[src/rtl/vga_rx_probe_pkg.sv]
// rtl/vga_rx_probe_pkg.sv - VGA 640x480 timing, colour constants and sync FSM states
package vga_rx_probe_pkg;

    localparam int H_SYNC   = 96;
    localparam int H_BP     = 48;
    localparam int H_ACTIVE = 640;
    localparam int H_LINE   = 800;
    localparam int V_SYNC   = 2;
    localparam int V_BP     = 33;
    localparam int V_ACTIVE = 480;
    localparam int V_LINE   = 525;
    localparam int GRID     = 32;

    localparam logic [8:0] COL_WHITE = 9'h1FF;
    localparam logic [8:0] COL_RED   = 9'h1C0;

    typedef enum logic [1:0] {
        ST_UNLOCKED = 2'd0,
        ST_ACQUIRE  = 2'd1,
        ST_LOCKED   = 2'd2
    } sync_state_t;

endpackage

[src/rtl/vga_rx_probe_if.sv]
// rtl/vga_rx_probe_if.sv - VGA sync and colour lines between display generator and probe
interface vga_rx_probe_if;
    logic       vga_hs;
    logic       vga_vs;
    logic [2:0] vga_r;
    logic [2:0] vga_g;
    logic [2:0] vga_b;

    modport master (output vga_hs, vga_vs, vga_r, vga_g, vga_b);
    modport slave  (input  vga_hs, vga_vs, vga_r, vga_g, vga_b);
endinterface

[src/rtl/vga_rx_probe_sync_tracker.sv]
// rtl/vga_rx_probe_sync_tracker.sv - sync edge detect, raster position, timing checks and lock FSM
module vga_sync_tracker #(
    parameter int H_SYNC = vga_rx_probe_pkg::H_SYNC,
    parameter int H_LINE = vga_rx_probe_pkg::H_LINE,
    parameter int V_SYNC = vga_rx_probe_pkg::V_SYNC,
    parameter int V_LINE = vga_rx_probe_pkg::V_LINE
) (
    input  logic                          clk,
    input  logic                          rst_n,
    input  logic                          hs,
    input  logic                          vs,
    output logic [9:0]                    h_pos,
    output logic [9:0]                    v_pos,
    output vga_rx_probe_pkg::sync_state_t state,
    output logic                          vs_fall,
    output logic                          frame_evt,
    output logic                          err_evt
);
    import vga_rx_probe_pkg::*;

    logic        hs_d, vs_d;
    logic        hs_fall, hs_rise, vs_rise;
    logic        err;
    sync_state_t state_nxt;

    assign hs_fall = hs_d & ~hs;
    assign hs_rise = ~hs_d & hs;
    assign vs_fall = vs_d & ~vs;
    assign vs_rise = ~vs_d & vs;

    // h_pos/v_pos hold the position of the previous sample, so edges are checked one count early
    always_comb begin
        err = 1'b0;
        if (hs_fall && h_pos != 10'(H_LINE - 1)) err = 1'b1;
        if (hs_rise && h_pos != 10'(H_SYNC - 1)) err = 1'b1;
        if (vs_fall && (!hs_fall || v_pos != 10'(V_LINE - 1))) err = 1'b1;
        if (vs_rise && (!hs_fall || v_pos != 10'(V_SYNC - 1))) err = 1'b1;
        if (h_pos == 10'h3FF) err = 1'b1;
    end

    always_comb begin
        state_nxt = state;
        frame_evt = 1'b0;
        err_evt   = 1'b0;
        case (state)
            ST_UNLOCKED: if (vs_fall) state_nxt = ST_ACQUIRE;
            ST_ACQUIRE: begin
                if (err) begin
                    state_nxt = ST_UNLOCKED;
                end else if (vs_fall) begin
                    state_nxt = ST_LOCKED;
                    frame_evt = 1'b1;
                end
            end
            ST_LOCKED: begin
                if (err) begin
                    state_nxt = ST_UNLOCKED;
                    err_evt   = 1'b1;
                end else if (vs_fall) begin
                    frame_evt = 1'b1;
                end
            end
            default: state_nxt = ST_UNLOCKED;
        endcase
    end

    // v_pos is 10 bits so a full 525-line frame stays below saturation
    always_ff @(posedge clk or negedge rst_n) begin
        if (!rst_n) begin
            state <= ST_UNLOCKED;
            hs_d  <= 1'b1;
            vs_d  <= 1'b1;
            h_pos <= '0;
            v_pos <= '0;
        end else begin
            state <= state_nxt;
            hs_d  <= hs;
            vs_d  <= vs;
            if (hs_fall)
                h_pos <= '0;
            else if (h_pos != 10'h3FF)
                h_pos <= h_pos + 10'd1;
            if (vs_fall)
                v_pos <= '0;
            else if (hs_fall && v_pos != 10'h3FF)
                v_pos <= v_pos + 10'd1;
        end
    end

endmodule

[src/rtl/vga_rx_probe.sv]
// rtl/vga_rx_probe.sv - VGA receive probe: pixel position recovery and per-frame statistics
module vga_rx_probe #(
    parameter int H_SYNC   = vga_rx_probe_pkg::H_SYNC,
    parameter int H_BP     = vga_rx_probe_pkg::H_BP,
    parameter int H_ACTIVE = vga_rx_probe_pkg::H_ACTIVE,
    parameter int H_LINE   = vga_rx_probe_pkg::H_LINE,
    parameter int V_SYNC   = vga_rx_probe_pkg::V_SYNC,
    parameter int V_BP     = vga_rx_probe_pkg::V_BP,
    parameter int V_ACTIVE = vga_rx_probe_pkg::V_ACTIVE,
    parameter int V_LINE   = vga_rx_probe_pkg::V_LINE,
    parameter int GRID     = vga_rx_probe_pkg::GRID
) (
    input  logic               clk,
    input  logic               rst_n,
    vga_rx_probe_if.slave      vga,
    output logic               locked,
    output logic               px_valid,
    output logic [9:0]         px_x,
    output logic [8:0]         px_y,
    output logic [8:0]         px_rgb,
    output logic               frame_done,
    output logic               frog_found,
    output logic [4:0]         frog_col,
    output logic [3:0]         frog_row,
    output logic [18:0]        red_count,
    output logic [7:0]         err_count
);
    import vga_rx_probe_pkg::*;

    localparam logic [9:0] X0 = 10'(H_SYNC + H_BP);
    localparam logic [9:0] X1 = 10'(H_SYNC + H_BP + H_ACTIVE);
    localparam logic [9:0] Y0 = 10'(V_SYNC + V_BP);
    localparam logic [9:0] Y1 = 10'(V_SYNC + V_BP + V_ACTIVE);
    localparam int         GRID_LOG2 = $clog2(GRID);

    logic [9:0]  h_pos, v_pos;
    sync_state_t state;
    logic        vs_fall, frame_evt, err_evt;
    logic [8:0]  rgb_d;
    logic        active;
    logic        f_found;
    logic [4:0]  f_col;
    logic [3:0]  f_row;
    logic [18:0] f_red;

    vga_sync_tracker #(
        .H_SYNC (H_SYNC),
        .H_LINE (H_LINE),
        .V_SYNC (V_SYNC),
        .V_LINE (V_LINE)
    ) u_tracker (
        .clk       (clk),
        .rst_n     (rst_n),
        .hs        (vga.vga_hs),
        .vs        (vga.vga_vs),
        .h_pos     (h_pos),
        .v_pos     (v_pos),
        .state     (state),
        .vs_fall   (vs_fall),
        .frame_evt (frame_evt),
        .err_evt   (err_evt)
    );

    assign locked = (state == ST_LOCKED);
    assign active = (h_pos >= X0) && (h_pos < X1) && (v_pos >= Y0) && (v_pos < Y1);

    // rgb_d lines up with h_pos/v_pos; the pixel outputs register that pair one clock later
    always_ff @(posedge clk or negedge rst_n) begin
        if (!rst_n) begin
            rgb_d    <= '0;
            px_valid <= 1'b0;
            px_x     <= '0;
            px_y     <= '0;
            px_rgb   <= '0;
        end else begin
            rgb_d    <= {vga.vga_r, vga.vga_g, vga.vga_b};
            px_valid <= active && (state != ST_UNLOCKED);
            if (active && (state != ST_UNLOCKED)) begin
                px_x   <= h_pos - X0;
                px_y   <= 9'(v_pos - Y0);
                px_rgb <= rgb_d;
            end
        end
    end

    always_ff @(posedge clk or negedge rst_n) begin
        if (!rst_n) begin
            f_found    <= 1'b0;
            f_col      <= '0;
            f_row      <= '0;
            f_red      <= '0;
            frame_done <= 1'b0;
            frog_found <= 1'b0;
            frog_col   <= '0;
            frog_row   <= '0;
            red_count  <= '0;
            err_count  <= '0;
        end else begin
            frame_done <= frame_evt;
            if (frame_evt) begin
                frog_found <= f_found;
                frog_col   <= f_col;
                frog_row   <= f_row;
                red_count  <= f_red;
            end
            if (vs_fall) begin
                f_found <= 1'b0;
                f_col   <= '0;
                f_row   <= '0;
                f_red   <= '0;
            end else if (px_valid) begin
                if (!f_found && px_rgb == COL_WHITE) begin
                    f_found <= 1'b1;
                    f_col   <= 5'(px_x >> GRID_LOG2);
                    f_row   <= 4'(px_y >> GRID_LOG2);
                end
                if (px_rgb == COL_RED && f_red != '1)
                    f_red <= f_red + 19'd1;
            end
            if (err_evt && err_count != 8'hFF)
                err_count <= err_count + 8'd1;
        end
    end

endmodule
[src/flat_wrapper.sv]
// flat-port wrapper written by rule: the top's interface ports become plain ports
module vga_rx_probe_flat import vga_rx_probe_pkg::*;
#(
    parameter int H_SYNC   = vga_rx_probe_pkg::H_SYNC,
    parameter int H_BP     = vga_rx_probe_pkg::H_BP,
    parameter int H_ACTIVE = vga_rx_probe_pkg::H_ACTIVE,
    parameter int H_LINE   = vga_rx_probe_pkg::H_LINE,
    parameter int V_SYNC   = vga_rx_probe_pkg::V_SYNC,
    parameter int V_BP     = vga_rx_probe_pkg::V_BP,
    parameter int V_ACTIVE = vga_rx_probe_pkg::V_ACTIVE,
    parameter int V_LINE   = vga_rx_probe_pkg::V_LINE,
    parameter int GRID     = vga_rx_probe_pkg::GRID
)
  (clk, rst_n, locked, px_valid, px_x, px_y, px_rgb, frame_done, frog_found, frog_col, frog_row, red_count, err_count, vga_vga_hs, vga_vga_vs, vga_vga_r, vga_vga_g, vga_vga_b);
  vga_rx_probe_if vga_i ();
  input  logic clk;
  input  logic rst_n;
  output logic locked;
  output logic px_valid;
  output logic [9:0] px_x;
  output logic [8:0] px_y;
  output logic [8:0] px_rgb;
  output logic frame_done;
  output logic frog_found;
  output logic [4:0] frog_col;
  output logic [3:0] frog_row;
  output logic [18:0] red_count;
  output logic [7:0] err_count;
  input wire logic [$bits(vga_i.vga_hs)-1:0] vga_vga_hs;
  input wire logic [$bits(vga_i.vga_vs)-1:0] vga_vga_vs;
  input wire logic [$bits(vga_i.vga_r)-1:0] vga_vga_r;
  input wire logic [$bits(vga_i.vga_g)-1:0] vga_vga_g;
  input wire logic [$bits(vga_i.vga_b)-1:0] vga_vga_b;
  assign vga_i.vga_hs = vga_vga_hs;
  assign vga_i.vga_vs = vga_vga_vs;
  assign vga_i.vga_r = vga_vga_r;
  assign vga_i.vga_g = vga_vga_g;
  assign vga_i.vga_b = vga_vga_b;
  vga_rx_probe #(.H_SYNC(H_SYNC), .H_BP(H_BP), .H_ACTIVE(H_ACTIVE), .H_LINE(H_LINE), .V_SYNC(V_SYNC), .V_BP(V_BP), .V_ACTIVE(V_ACTIVE), .V_LINE(V_LINE), .GRID(GRID)) u_core (.clk(clk), .rst_n(rst_n), .vga(vga_i), .locked(locked), .px_valid(px_valid), .px_x(px_x), .px_y(px_y), .px_rgb(px_rgb), .frame_done(frame_done), .frog_found(frog_found), .frog_col(frog_col), .frog_row(frog_row), .red_count(red_count), .err_count(err_count));
endmodule
[config.mk]
export PLATFORM = sky130hd
export DESIGN_NAME = vga_rx_probe_flat
export DESIGN_NICKNAME = d
export VERILOG_FILES = /design/src/rtl/vga_rx_probe_pkg.sv /design/src/rtl/vga_rx_probe_if.sv /design/src/rtl/vga_rx_probe_sync_tracker.sv /design/src/rtl/vga_rx_probe.sv /design/src/flat_wrapper.sv
export SDC_FILE = /design/constraint.sdc
export NUM_CORES = 1
export LEC_CHECK = 0
export BUFFER_PORTS_ARGS = -buffer_cell sky130_fd_sc_hd__buf_2
export CAP_MARGIN = 20
export CORE_MARGIN = 1.5
export CORE_UTILIZATION = 40
export DETAILED_ROUTE_END_ITERATION = 8
export PLACE_DENSITY = 0.68
export SLEW_MARGIN = 20
export SYNTH_ARGS = -nofsm -noshare
export SYNTH_HDL_FRONTEND = slang
export SYNTH_SLANG_ARGS = --single-unit
[constraint.sdc]
create_clock -name clk -period 4.06 [get_ports clk]
set_input_delay 0.812 -clock clk [delete_from_list [all_inputs] [get_ports clk]]
set_output_delay 0.812 -clock clk [all_outputs]
set_load 0.02 [all_outputs]
==> impl_metrics.env, run 1 <==
export IMPL_status="finished, final reports clean"
export IMPL_final_util=0.487
export IMPL_final_net_count=608
export IMPL_fin_skew_ns=0.00410
export IMPL_setup_viol=0
export IMPL_crit_chain="ha_1, nand3_2, or4_1, a221oi_2, buf_4, and4_2, buf_4, mux2_1"
export IMPL_critPathCaptureType="flip-flop"
export IMPL_core_area_sq_um=14500
export IMPL_first_global_vias=3958
export IMPL_fmax_mhz=351
export IMPL_root_buffer="clkbuf_16"
export IMPL_period_minus_slack_ns=2.85
export IMPL_antenna_found_initial=0
export IMPL_peakVddDrop_mv=0.284
export IMPL_yosys_top_cells_area="dfrtp_1 (54%), mux2_1 (11%), xor2_1 (3.1%)"
export IMPL_r2r_cells=8
export IMPL_ys_seq_area_frac=0.547
export IMPL_async_reset_ff_frac=1.00
export IMPL_chipWidth_microns=124
export IMPL_vias=4054
export IMPL_nFillCells=1264
export IMPL_path_class="flip-flop to flip-flop"
export IMPL_synth_area_sq_um=5900
export IMPL_cts_tree="built"
export IMPL_drc=0
export IMPL_die_y_microns=124
export IMPL_yosysWarnings=0
export IMPL_crit_top_cell="buf_4"
export IMPL_ctsHoldBuffers=0
export IMPL_critical_path_arrival_ns=3.15
export IMPL_drt_vias_per_instance=5.20
export IMPL_powerDensity_nw_per_um2=474
export IMPL_synth_area_per_cell_sq_um=11.8
export IMPL_path_buf_inv=2
export IMPL_diodes=0
export IMPL_wl_microns=11800
export IMPL_io_pins=81
export IMPL_hold_class="input pin to asynchronous set/reset pin"
export IMPL_max_cap_violations=0
export IMPL_initial_core_util=0.408
export IMPL_slew_violations=0
export IMPL_synth_edf_count=0
export IMPL_cts_max_level=4
export IMPL_grt_overflow_total=0
export IMPL_synth_ff_type="dfrtp_1"
export IMPL_place_gp_congestion=0.885
export IMPL_syn_nets=525
export IMPL_grt_max_degree=89
export IMPL_grt_setup_unrepaired="false"
export IMPL_dp_hpwl_microns=8140
export IMPL_synth_seq_cells=129
export IMPL_finalWorstSetupSlack_ns=1.21
export IMPL_synth_cells=499
export IMPL_area_delta_synth_final_pct=19.5
export IMPL_worstMarginPinSlew_ns=1.04
export IMPL_startpoint_type="flip-flop"
export IMPL_post_place_ws_ns=0.948
export IMPL_cts_buffers=17
export IMPL_critical_path_required_ns=4.35
export IMPL_tns_ns=0
export IMPL_post_cts_resized=0
export IMPL_p_leak_nw=3.49
export IMPL_die_area_sq_um=15500
export IMPL_synth_top_area_cell="dfrtp_1"
export IMPL_port_buffers=80
export IMPL_cts_setup_buffers=0
export IMPL_layout_drive_gt1_share=0.227
export IMPL_critPathMaxFanout=30
export IMPL_final_cell_mix="dfrtp_1 (127), buf_2 (79), mux2_1 (57)"
export IMPL_clk_pin_slew_worst_paths_ns=0.06
export IMPL_clk_latency_ns=0.42
export IMPL_final_common_cell="dfrtp_1"
export IMPL_dr_pass1_iters=4
export IMPL_first_iter_violations=238
export IMPL_grt_first_pass_wirelength_microns=20200
export IMPL_wl_per_cell_microns=15.2
export IMPL_min_period_over_period=0.703
export IMPL_relSlewSlack=0.305
export IMPL_path_depth=8
export IMPL_rows=44
export IMPL_ant_nets=0
export IMPL_synth_top_area_frac=0.538
export IMPL_cpLargestDelayFamily="simple AND/OR/NAND/NOR gates"
export IMPL_cp_slowest_cell="or4_1"
export IMPL_grt_use_total=0.164
export IMPL_cts_sinks=129
export IMPL_finalHoldViolCount=0
export IMPL_cts_buffer_depth=2
export IMPL_cpPeakStageDelay_ns=0.52
export IMPL_ys_types=61
area by class of cell:
| type | count | area [sq um] | share of cell area |
|---|---|---|---|
| Clock inverter | 15 | 145 | 0.0206 |
| Inverter | 19 | 71.3 | 0.0101 |
| Clock buffer | 17 | 425 | 0.0603 |
| Timing Repair Buffer | 87 | 468 | 0.0664 |
| Tap cell | 184 | 230 | 0.0326 |
| Multi-Input combinational cell | 328 | 2480 | 0.352 |
| Sequential cell | 129 | 3230 | 0.458 |
stage by stage:
stage / area [sq um] / hold WS [ns] / std cells / power (W)
after floorplan: 5900 / 0.433 / 499 / 0.00175
after global placement: 6480 / 0.445 / 747 / 0.00190
after detailed placement: 6480 / 0.441 / 747 / 0.00192
after CTS: 7050 / 0.377 / 779 / 0.00339
after global routing: 7050 / 0.404 / 779 / 0.00352
final: 7050 / 0.376 / 779 / 0.00334
metal layers:
metal / vias to the layer above / share of wire / track usage
li1: 1945 / - / -
met1: 2013 / 0.47 / 0.217
met2: 85 / 0.48 / 0.255
met3: 11 / 0.042 / 0.0524
met4: 0 / 0.010 / 0.0548
met5: - / 0 / 0
final timing paths:
path | startpoint | end | slack (ns)
max reg2reg | u_core.u_tracker.h_pos[0]$_DFFE_PN0P_ | u_core.red_count[16]$_DFFE_PN0P_ | 1.21
min in group clk | u_core.rgb_d[7]$_DFF_PN0_ | u_core.px_rgb[7]$_DFFE_PN0P_ | 0.46
min | rst_n | u_core.rgb_d[7]$_DFF_PN0_ | 0.38
max | u_core.u_tracker.h_pos[0]$_DFFE_PN0P_ | u_core.red_count[16]$_DFFE_PN0P_ | 1.21
max in group asynchronous | rst_n | u_core.u_tracker.vs_d$_DFF_PN1_ | 2.80
min reg2reg | u_core.rgb_d[7]$_DFF_PN0_ | u_core.px_rgb[7]$_DFFE_PN0P_ | 0.46
logic make-up after synthesis:
kind of cell             share of synthesized area
adder cells (fa/ha/maj)                     0.0276
buffers and inverters                       0.0335
XOR/XNOR                                    0.0505
AND/OR/NAND/NOR                              0.134
flip-flops                                   0.547
multiplexers                                 0.132
AO/OA/AOI/OAI                               0.0742
cells in the mapped netlist, drive strengths merged (2+ instances only):
| cell type | instances |
|---|---|
| nand2 | 17 |
| a31o | 3 |
| a31oi | 4 |
| a41oi | 2 |
| dfrtp | 127 |
| buf | 13 |
| o31ai | 2 |
| xnor2 | 13 |
| o211ai | 3 |
| o21ai | 14 |
| nand4 | 18 |
| mux2 | 57 |
| nor2b | 4 |
| xor2 | 21 |
| o311ai | 2 |
| or3 | 10 |
| and3 | 6 |
| nand2b | 6 |
| nor4 | 4 |
| a211oi | 3 |
| or2 | 2 |
| or4 | 3 |
| dfstp | 2 |
| and4 | 7 |
| nor3 | 10 |
| nor2 | 40 |
| and2 | 2 |
| mux2i | 14 |
| ha | 13 |
| nand3 | 13 |
| clkbuf | 10 |
| a21oi | 20 |
| inv | 19 |
| a21boi | 2 |
flip-flops by register name (all words and copies together) (netlist names):
signal / count
u_core.err_count: 8
u_core.f_col: 5
u_core.f_found: 1
u_core.f_red: 19
u_core.f_row: 4
u_core.frame_done: 1
u_core.frog_col: 5
u_core.frog_found: 1
u_core.frog_row: 4
u_core.px_rgb: 9
u_core.px_valid: 1
u_core.px_x: 10
u_core.px_y: 9
u_core.red_count: 19
u_core.rgb_d: 9
u_core.u_tracker.h_pos: 10
u_core.u_tracker.hs_d: 1
u_core.u_tracker.state: 2
u_core.u_tracker.v_pos: 10
u_core.u_tracker.vs_d: 1
where the power goes:
part	switching, W	internal (W)
sequential	0.0000920	0.00138
combinational	0.000260	0.000162
clock	0.000558	0.000895
total	0.000909	0.00243
Power figures use the tool's default switching activity.
==> inputs of run 2 (changes only) <==
==> constraint.sdc (replaced) <==
create_clock -name clk -period 2.65 [get_ports clk]
set_input_delay 0.53 -clock clk [delete_from_list [all_inputs] [get_ports clk]]
set_output_delay 0.53 -clock clk [all_outputs]
set_load 0.02 [all_outputs]
==> run 2 against run 1 <==
  * Core utilization rose by 0.80 points
  * Combinational power rose by 56%
  * Critical path depth fell by 1
  * Via count rose by 2.7%
  * Sequential share of layout area fell by 0.74 points
  * Fmax rose by 12%
  * Final cell count rose by 1.7%
  * Sequential power rose by 54%
  * Non-clock buffer count rose by 13
  * Clock skew rose by 0.0014 ns
  * First-iteration DRC count rose by 5.9%
  * Count of clock-buffer cells in the layout rose by 4
  * Largest power group unchanged
==> impl_metrics.env, run 2 (synthesis gave the netlist of run 1 again) <==
export IMPL_final_net_count=621
export IMPL_wl_per_cell_microns=15.5
export IMPL_worstMarginPinSlew_ns=0.579
export IMPL_hold_class="input pin to asynchronous set/reset pin"
export IMPL_port_buffers=80
export IMPL_swShare=0.267
export IMPL_initial_core_util=0.408
export IMPL_setup_viol=0
export IMPL_critical_path_arrival_ns=2.83
export IMPL_clk_pin_slew_worst_paths_ns=0.05
export IMPL_antenna_found_initial=0
export IMPL_cts_setup_buffers=0
export IMPL_path_class="flip-flop to flip-flop"
export IMPL_place_gp_congestion=0.822
export IMPL_die_y_microns=124
export IMPL_drt_vias_per_instance=5.26
export IMPL_cts_buffer_depth=2
export IMPL_tns_ns=0
export IMPL_cts_sinks=129
export IMPL_cts_buffers=17
export IMPL_fin_cells=792
export IMPL_first_iter_violations=252
export IMPL_critical_path_required_ns=2.94
export IMPL_p_seq_frac=0.439
export IMPL_clk_latency_ns=0.42
export IMPL_fmax_mhz=393
export IMPL_grt_first_pass_wirelength_microns=20700
export IMPL_peakVddDrop_mv=0.459
export IMPL_fin_skew_ns=0.00554
export IMPL_switchingPower_w=0.00137
export IMPL_clkPwrFrac=0.433
export IMPL_core_area_sq_um=14500
export IMPL_powerDensity_nw_per_um2=717
export IMPL_cp_slowest_cell="or4_1"
export IMPL_crit_chain="ha_1, nand3_2, or4_1, a221oi_2, and4_2, buf_12, mux2_1"
export IMPL_final_cell_mix="dfrtp_1 (127), buf_2 (79), mux2_1 (57)"
export IMPL_first_global_vias=4173
export IMPL_drc=0
export IMPL_slew_violations=0
export IMPL_ctsHoldBuffers=0
export IMPL_cts_max_level=4
export IMPL_grt_max_degree=57
export IMPL_period_minus_slack_ns=2.54
export IMPL_grt_use_met1=0.211
export IMPL_area_delta_synth_final_pct=21.5
export IMPL_root_buffer="clkbuf_16"
export IMPL_diodes=0
export IMPL_grt_setup_unrepaired="false"
export IMPL_vias=4162
export IMPL_dr_pass1_iters=4
export IMPL_grt_use_total=0.166
export IMPL_combPwrFrac=0.128
export IMPL_dp_hpwl_microns=8440
export IMPL_final_common_cell="dfrtp_1"
export IMPL_status="finished, final reports clean"
export IMPL_grt_overflow_total=0
export IMPL_io_pins=81
export IMPL_grt_use_met2=0.270
export IMPL_cts_tree="built"
export IMPL_grt_busiest_layer="met2"
export IMPL_layout_drive_gt1_share=0.238
export IMPL_nFillCells=1325
export IMPL_grtUsageMet3=0.0447
export IMPL_top_regs="u_core.f_red (19), u_core.red_count (19)"
export IMPL_min_period_over_period=0.959
export IMPL_rows=44
export IMPL_p_leak_nw=3.57
export IMPL_die_area_sq_um=15500
export IMPL_dp_cells=760
export IMPL_ant_nets=0
export IMPL_critPathCaptureType="flip-flop"
export IMPL_register_area_sq_um=3230
export IMPL_finalHoldViolCount=0
export IMPL_max_cap_violations=0
export IMPL_post_cts_resized=0
export IMPL_startpoint_type="flip-flop"
export IMPL_chipWidth_microns=124
export IMPL_critPathMaxFanout=30
export IMPL_relSlewSlack=0.608
export IMPL_p_int_w=0.00377
export IMPL_wl_microns=12200
export IMPL_cpPeakStageDelay_ns=0.51
export IMPL_multiInputGateArea_sq_um=2480
==> run 2: worst max-delay path: cells and delay by family, from the launching register on <==
family	cells	cell delay, ns
buf+inv	1	0.21
mux	1	0.35
fa+ha+maj	1	0.26
compound gates	1	0.25
flops	1	0.42
simple gates	3	0.90
==> run 2: power by group through the flow <==
| stage | Sequential, W | Combinational, W | Clock (W) |
|---|---|---|---|
| after floorplan | 0.00236 | 0.000323 | 0 |
| after global placement | 0.00227 | 0.000653 | 0 |
| after detailed placement | 0.00229 | 0.000666 | 0 |
| after CTS | 0.00226 | 0.000672 | 0.00227 |
| after global routing | 0.00228 | 0.000734 | 0.00237 |
| final | 0.00226 | 0.000660 | 0.00222 |
==> run 2: metrics by stage <==
stage | util | worst slack (ns) | total power (W) | instance area [sq um] | hold slack (ns)
floorplan | - | 0.383 | 0.00268 | 5900 | 0.234
global placement | 0.456 | 0.224 | 0.00293 | 6600 | 0.444
detailed placement | 0.456 | 0.127 | 0.00296 | 6600 | 0.444
CTS | 0.495 | 0.110 | 0.00520 | 7170 | 0.0213
global route | 0.495 | 0.0102 | 0.00538 | 7170 | 0.0368
finish | 0.495 | 0.108 | 0.00514 | 7170 | 0.0254
==> run 2: layout make-up <==
class / count / share of cell area
flip-flops and latches: 129 / 0.451
repair buffers: 100 / 0.0824
clock buffers: 21 / 0.0628
inverters: 19 / 0.00995
multi-input cells: 328 / 0.346
clock inverters: 11 / 0.0159
well taps: 184 / 0.0321
==> run 2: final timing paths <==
check                                                      startpoint                                to  slack [ns]  cells after the start
min in group clk                                         vga_vga_g[1]         u_core.rgb_d[4]$_DFF_PN0_        0.22                      1
worst min-delay path                                            rst_n         u_core.px_valid$_DFF_PN0_        0.03                      1
worst min register to register              u_core.rgb_d[7]$_DFF_PN0_      u_core.px_rgb[7]$_DFFE_PN0P_        0.46                      1
worst max register to register  u_core.u_tracker.h_pos[0]$_DFFE_PN0P_  u_core.red_count[16]$_DFFE_PN0P_        0.11                      7
worst max-delay path            u_core.u_tracker.h_pos[0]$_DFFE_PN0P_  u_core.red_count[16]$_DFFE_PN0P_        0.11                      7
max in group asynchronous                                       rst_n   u_core.u_tracker.vs_d$_DFF_PN1_        1.92                      2
==> run 2: per-layer routing <==
| metal | wire length, microns | vias up |
|---|---|---|
| met3 | 481 | 17 |
| met4 | 220 | 0 |
| met1 | 5580 | 2076 |
| met2 | 5960 | 94 |
| met5 | 0 | - |
| li1 | - | 1975 |
